<file path="config.mk">
export PLATFORM = sky130hd
export DESIGN_NAME = multicycle_control
export DESIGN_NICKNAME = d
export VERILOG_FILES = /design/src/rtl/riscv_ctrl_pkg.sv /design/src/rtl/multicycle_control.sv
export SDC_FILE = /design/constraint.sdc
export NUM_CORES = 1
export LEC_CHECK = 0
export ABC_AREA = 1
export CELL_PAD_IN_SITES_DETAIL_PLACEMENT = 2
export CELL_PAD_IN_SITES_GLOBAL_PLACEMENT = 2
export CORE_MARGIN = 2
export CORE_UTILIZATION = 26
export CTS_BUF_LIST = sky130_fd_sc_hd__clkbuf_4 sky130_fd_sc_hd__clkbuf_8
export CTS_CLUSTER_SIZE = 40
export DETAILED_ROUTE_END_ITERATION = 16
export GPL_TIMING_DRIVEN = 1
export PLACE_DENSITY = 0.86
export SETUP_SLACK_MARGIN = 0.4
export SLEW_MARGIN = 10
export SYNTH_ARGS = -nofsm -noshare
export SYNTH_HDL_FRONTEND = slang
export SYNTH_SLANG_ARGS = --single-unit
</file>
<file path="constraint.sdc">
create_clock -name clk -period 8.02 [get_ports clk]
set_clock_uncertainty 0.05 [all_clocks]
set_input_delay 2.406 -clock clk [delete_from_list [all_inputs] [get_ports clk]]
set_output_delay 2.406 -clock clk [all_outputs]
set_load 0.01 [all_outputs]
</file>
<file path="src/rtl/riscv_ctrl_pkg.sv">
// riscv_ctrl_pkg
//   Shared definitions for the multi-cycle RV64 control path: the 4-bit
//   sequencer state encoding, the base-ISA opcodes the sequencer dispatches on
//   (also used by the immediate decoder), the branch funct3 codes, and the
//   encodings of every datapath mux select and ALU operation.
package riscv_ctrl_pkg;

  typedef enum logic [3:0] {
    S_IDLE     = 4'd0,
    S_FETCH    = 4'd1,
    S_DECODE   = 4'd2,
    S_EXEC_R   = 4'd3,
    S_EXEC_I   = 4'd4,
    S_MEM_ADDR = 4'd5,
    S_MEM_LD   = 4'd6,
    S_MEM_ST   = 4'd7,
    S_WB_ALU   = 4'd8,
    S_WB_LOAD  = 4'd9,
    S_BRANCH   = 4'd10,
    S_JAL      = 4'd11,
    S_ILLEGAL  = 4'd12,
    S_HALT     = 4'd13
  } state_t;

  localparam logic [6:0] OP_R      = 7'b0110011;
  localparam logic [6:0] OP_IMM    = 7'b0010011;
  localparam logic [6:0] OP_LOAD   = 7'b0000011;
  localparam logic [6:0] OP_STORE  = 7'b0100011;
  localparam logic [6:0] OP_BRANCH = 7'b1100011;
  localparam logic [6:0] OP_JAL    = 7'b1101111;
  localparam logic [6:0] OP_AUIPC  = 7'b0010111;

  localparam logic [2:0] F3_BEQ = 3'b000;
  localparam logic [2:0] F3_BNE = 3'b001;

  localparam logic       ADDR_PC     = 1'b0;
  localparam logic       ADDR_ALUOUT = 1'b1;

  localparam logic       PC_SRC_ALU    = 1'b0;
  localparam logic       PC_SRC_ALUOUT = 1'b1;

  localparam logic [1:0] ALU_A_PC    = 2'd0;
  localparam logic [1:0] ALU_A_RS1   = 2'd1;
  localparam logic [1:0] ALU_A_OLDPC = 2'd2;

  localparam logic [1:0] ALU_B_RS2  = 2'd0;
  localparam logic [1:0] ALU_B_FOUR = 2'd1;
  localparam logic [1:0] ALU_B_IMM  = 2'd2;

  localparam logic [1:0] ALUOP_ADD   = 2'b00;
  localparam logic [1:0] ALUOP_SUB   = 2'b01;
  localparam logic [1:0] ALUOP_FUNCT = 2'b10;

  localparam logic [1:0] WB_ALUOUT = 2'd0;
  localparam logic [1:0] WB_MEM    = 2'd1;
  localparam logic [1:0] WB_PC     = 2'd2;

  // Next state out of DECODE. AUIPC goes straight to writeback because DECODE
  // has already computed oldPC+imm into ALUOut.
  function automatic state_t dispatch(input logic [6:0] opcode);
    state_t nxt;
    case (opcode)
      OP_R:              nxt = S_EXEC_R;
      OP_IMM:            nxt = S_EXEC_I;
      OP_LOAD, OP_STORE: nxt = S_MEM_ADDR;
      OP_BRANCH:         nxt = S_BRANCH;
      OP_JAL:            nxt = S_JAL;
      OP_AUIPC:          nxt = S_WB_ALU;
      default:           nxt = S_ILLEGAL;
    endcase
    return nxt;
  endfunction

endpackage

</file>
<file path="src/rtl/multicycle_control.sv">
// multicycle_control
//   Multi-cycle sequencer for the RV64 datapath. One FSM steps each instruction
//   through fetch, decode, execute, memory and writeback and drives the datapath
//   mux selects and enables. It also counts retired instructions.
// Parameters
//   CNT_WIDTH    width of the instret counter (wraps modulo 2^CNT_WIDTH)
//   HALT_ON_ILL  1: an illegal instruction halts until reset; 0: skip it
// Ports
//   clk, rst      rising-edge clock, asynchronous active-high reset
//   opcode        IR[6:0]
//   funct3        IR[14:12]
//   alu_zero      ALU result == 0
//   mem_ready     memory handshake done
//   mem_req       memory request (held until mem_ready)
//   mem_we        1 = store
//   mem_addr_sel  0 = PC, 1 = ALUOut
//   ir_write      latch instruction and oldPC
//   pc_write      update PC
//   pc_src        0 = ALU result, 1 = ALUOut
//   reg_write     regfile write enable
//   alu_src_a     0 = PC, 1 = rs1, 2 = oldPC
//   alu_src_b     0 = rs2, 1 = const 4, 2 = immediate
//   alu_op        00 add, 01 sub, 10 decode funct3/funct7
//   wb_sel        0 = ALUOut, 1 = mem data, 2 = PC
//   illegal       sticky illegal-instruction flag
//   instret       retired-instruction count
module multicycle_control
  import riscv_ctrl_pkg::*;
#(
  parameter int CNT_WIDTH   = 64,
  parameter bit HALT_ON_ILL = 1'b1
) (
  input  logic                 clk,
  input  logic                 rst,
  input  logic [6:0]           opcode,
  input  logic [2:0]           funct3,
  input  logic                 alu_zero,
  input  logic                 mem_ready,
  output logic                 mem_req,
  output logic                 mem_we,
  output logic                 mem_addr_sel,
  output logic                 ir_write,
  output logic                 pc_write,
  output logic                 pc_src,
  output logic                 reg_write,
  output logic [1:0]           alu_src_a,
  output logic [1:0]           alu_src_b,
  output logic [1:0]           alu_op,
  output logic [1:0]           wb_sel,
  output logic                 illegal,
  output logic [CNT_WIDTH-1:0] instret
);

  state_t               state_q, state_d;
  logic [CNT_WIDTH-1:0] instret_q, instret_d;
  logic                 illegal_q, illegal_d;
  logic                 retire;
  logic                 branch_f3_ok;

  assign branch_f3_ok = (funct3 == F3_BEQ) || (funct3 == F3_BNE);

  // Next-state logic. 'retire' marks the cycle an instruction completes, so
  // the counter advances exactly once per instruction.
  always_comb begin
    state_d   = state_q;
    illegal_d = illegal_q;
    retire    = 1'b0;
    case (state_q)
      S_IDLE:     state_d = S_FETCH;
      S_FETCH:    if (mem_ready) state_d = S_DECODE;
      S_DECODE:   state_d = dispatch(opcode);
      S_EXEC_R,
      S_EXEC_I:   state_d = S_WB_ALU;
      S_MEM_ADDR: state_d = opcode[5] ? S_MEM_ST : S_MEM_LD;
      S_MEM_LD:   if (mem_ready) state_d = S_WB_LOAD;
      S_MEM_ST: begin
        if (mem_ready) begin
          state_d = S_FETCH;
          retire  = 1'b1;
        end
      end
      S_WB_ALU,
      S_WB_LOAD,
      S_JAL: begin
        state_d = S_FETCH;
        retire  = 1'b1;
      end
      S_BRANCH: begin
        if (branch_f3_ok) begin
          state_d = S_FETCH;
          retire  = 1'b1;
        end else begin
          state_d = S_ILLEGAL;
        end
      end
      S_ILLEGAL: begin
        illegal_d = 1'b1;
        state_d   = HALT_ON_ILL ? S_HALT : S_FETCH;
      end
      S_HALT:     state_d = S_HALT;
      default:    state_d = S_IDLE;
    endcase
    instret_d = retire ? instret_q + CNT_WIDTH'(1) : instret_q;
  end

  // State, sticky illegal flag and retire counter.
  always_ff @(posedge clk or posedge rst) begin
    if (rst) begin
      state_q   <= S_IDLE;
      instret_q <= '0;
      illegal_q <= 1'b0;
    end else begin
      state_q   <= state_d;
      instret_q <= instret_d;
      illegal_q <= illegal_d;
    end
  end

  // Datapath controls decoded from state. The only input dependences are the
  // fetch handshake (latch IR / advance PC when the word arrives) and the
  // branch decision.
  always_comb begin
    mem_req      = 1'b0;
    mem_we       = 1'b0;
    mem_addr_sel = ADDR_PC;
    ir_write     = 1'b0;
    pc_write     = 1'b0;
    pc_src       = PC_SRC_ALU;
    reg_write    = 1'b0;
    alu_src_a    = ALU_A_PC;
    alu_src_b    = ALU_B_RS2;
    alu_op       = ALUOP_ADD;
    wb_sel       = WB_ALUOUT;
    case (state_q)
      S_FETCH: begin
        mem_req   = 1'b1;
        alu_src_b = ALU_B_FOUR;
        ir_write  = mem_ready;
        pc_write  = mem_ready;
      end
      S_DECODE: begin
        alu_src_a = ALU_A_OLDPC;
        alu_src_b = ALU_B_IMM;
      end
      S_EXEC_R: begin
        alu_src_a = ALU_A_RS1;
        alu_op    = ALUOP_FUNCT;
      end
      S_EXEC_I: begin
        alu_src_a = ALU_A_RS1;
        alu_src_b = ALU_B_IMM;
        alu_op    = ALUOP_FUNCT;
      end
      S_MEM_ADDR: begin
        alu_src_a = ALU_A_RS1;
        alu_src_b = ALU_B_IMM;
      end
      S_MEM_LD: begin
        mem_req      = 1'b1;
        mem_addr_sel = ADDR_ALUOUT;
      end
      S_MEM_ST: begin
        mem_req      = 1'b1;
        mem_we       = 1'b1;
        mem_addr_sel = ADDR_ALUOUT;
      end
      S_WB_ALU:  reg_write = 1'b1;
      S_WB_LOAD: begin
        reg_write = 1'b1;
        wb_sel    = WB_MEM;
      end
      S_BRANCH: begin
        alu_src_a = ALU_A_RS1;
        alu_op    = ALUOP_SUB;
        pc_src    = PC_SRC_ALUOUT;
        // Unsupported funct3 must not redirect the PC.
        case (funct3)
          F3_BEQ:  pc_write = alu_zero;
          F3_BNE:  pc_write = !alu_zero;
          default: pc_write = 1'b0;
        endcase
      end
      S_JAL: begin
        reg_write = 1'b1;
        wb_sel    = WB_PC;
        pc_write  = 1'b1;
        pc_src    = PC_SRC_ALUOUT;
      end
      default: ;
    endcase
  end

  assign illegal = illegal_q;
  assign instret = instret_q;

endmodule
</file>
==> results.ini <==
[status]
status=finished clean

[logic_synthesis]
netlist_area_mm2=0.00430
synth_top_area_share_pct=40.2
synth_cell_types=35
yosysWarnings=0
yosys.area.top_type=dfrtp_1
synth-seq-cells=69
synth_top_cells_by_count=nand2_1 (197), nor2_1 (84), dfrtp_1 (69)
yosys-top-cells-area=dfrtp_1 (40%), nand2_1 (17%), nor2_1 (7.3%)
netlist_instances=588
syn_avg_cell_area_um2=7.31
async_flop_share_pct=100
synth_edf_count=0
synth.most_common_cell=nand2_1
synthFlopType=dfrtp_1
synth_fp_nets=603
ys_seq_area_share_pct=40.2

[clock_tree]
cts_resized=0
cts_made_buffers=9
cts.sinks=69
clkLatencyLatePin_ns=0.38
clock-root-buffer=clkbuf_8
cts_tree=yes
postCtsHoldBufs=0
cts_buffer_depth=2
cts.reportedPaths.clkPinSlew_ns=0.08
cts_setup_buffers=0
h-tree-depth=3

[layout]
syn2layout_area_growth_pct=31.5
fill_cells=1917
fin_nets=706
drive_above_1_share_pct=8.05
instances_no_fill=912
antenna_cells=0

[grt]
grt_antenna_before_repair=0
grt_overflow=0
grt.met2_usage_pct=33.8
grtUsageTotal_pct=18.4
grt_pass1_vias=4799
use_met1_pct=21.8
grt_pass1_wl_mm=25.8
top_usage_layer=met2
grt_max_degree=70
met3_usage_pct=3.72

[place]
gp_congestion=0.888
dp_cells=896
hpwl_mm=12.3
io_buffers=93

[timing]
final_max_slew_viol_count=0
setup-tns-final_ns=0
setup_viol=0
tightest_slew_ns=0.936
relSlewSlack_pct=37.6
max_freq_ghz=0.158
fin_crit_ns=6.33
rsz0062_at_grt=false
hold_viol=0
period_share_pct=78.9

[routing]
firstDrtPassIters=4
routed-via-count=4273
antenna_left=0
wl_per_cell_um=17.1
viasPerCell=4.69
drtIter0Drc=140
finalWirelength_mm=15.6
drcViolationCount=0

[setup_path]
crit_required_ns=5.56
worst_setup_path_end_kind=output port
arrival_ns=3.87
criticalPathCategory=in2out
rr_startpoint=instret[0]
reg2reg_depth=10
startpoint_type=input pin
r2r_slack_ns=5.95
critPathMaxFanout=2
r2r_end=instret[54]

[floorplan]
fp.dieW_um=133
core_mm2=0.0160
start_util_pct=26.8
fp.dieArea_mm2=0.0176
die_y_um=133
io_pins=94
row_count=46

[power_and_ir_drop]
total_leakage_power_nw=2.32
power.density_mw_per_mm2=173
irDropWorstVdd_uv=90.7

[worst_hold_path]
min_path_cells=1
min-delay-start=illegal
hold_path_end=illegal
hp-class=reg2reg

[flow_run]
drv_cap=0

-- stage by stage --
step	util [%]	instance area, um^2	hold slack, ns	total power [mW]	worst slack (ns)
final	35.3	5650	0.414	0.980	1.69
after detailed placement	34.2	5470	0.397	0.714	1.67
after global placement	34.2	5470	0.395	0.698	1.74
after CTS	35.3	5650	0.420	0.996	1.66
after floorplan	-	4300	0.443	0.583	2.72
after global routing	35.3	5650	0.438	1.04	1.54
-- registers in the layout, indices dropped and copies added (netlist names) --
signal,flops
illegal,1
state_q,4
instret,64
-- critical path, cell delays in order --
cell and delay, ns:
clkdlybuf4s50_1 0.47, inv_1 0.04, nand2_1 0.08, inv_1 0.06, a31oi_1 0.19, o21ai_0 0.12, clkdlybuf4s50_1 0.50
-- where the power goes --
| part | leakage (nW) | switching [mW] | internal, mW | total, mW |
|---|---|---|---|---|
| Combinational | 1.28 | 0.177 | 0.122 | 0.300 |
| Sequential | 0.945 | 0.0307 | 0.373 | 0.404 |
| Clock | 0.0956 | 0.146 | 0.131 | 0.277 |
| Total | 2.32 | 0.354 | 0.626 | 0.980 |
-- cells in the final DEF, fill, tap and decap left out, drive strengths merged --
master	instances
a21o	1
a21oi	3
a31oi	1
and2	3
and3	1
buf	1
clkbuf	12
clkdlybuf4s50	93
clkinv	4
clkinvlp	1
dfrtp	69
ha	1
inv	69
nand2	202
nand3	38
nand3b	7
nand4	23
nor2	102
nor3	15
nor3b	2
nor4	2
o21ai	9
o22ai	1
xnor2	22
xor2	14
-- cells by family (layout without fill, tap and decap cells) --
family          count (synthesis)  after routing  synth area share, %
simple gates                  395            395                 43.4
buf+inv                        72            180                 6.93
flops                          69             69                 40.2
xor+xnor                       36             36                 7.34
compound gates                 15             15                 1.86
fa+ha+maj                       1              1                0.291
-- layer usage --
| layer | wire, um | share of wire, % |
|---|---|---|
| met4 | 218 | 1.4 |
| met3 | 392 | 2.5 |
| met2 | 8280 | 53 |
| met1 | 6720 | 43 |
| met5 | 0 | 0 |
-- layout make-up --
| type | count | area [um^2] | area share [%] |
|---|---|---|---|
| clock inverter | 4 | 22.5 | 0.399 |
| timing repair buffer | 94 | 938 | 16.6 |
| inverter | 70 | 263 | 4.65 |
| clock buffer | 12 | 159 | 2.81 |
| sequential | 69 | 1730 | 30.6 |
| tap | 216 | 270 | 4.78 |
| multi-input combinational | 447 | 2270 | 40.2 |
-- worst max-delay path by stage --
stage	startpoint	end	slack (ns)	cells past startpoint
final	funct3[1]	pc_write	1.69	7
after global routing	funct3[2]	pc_write	1.54	7
after CTS	funct3[1]	pc_write	1.66	7
after detailed placement	funct3[1]	pc_write	1.67	7
after global placement	funct3[2]	pc_write	1.74	7
after floorplan	funct3[2]	pc_write	2.72	5
Power figures use the tool's default switching activity.
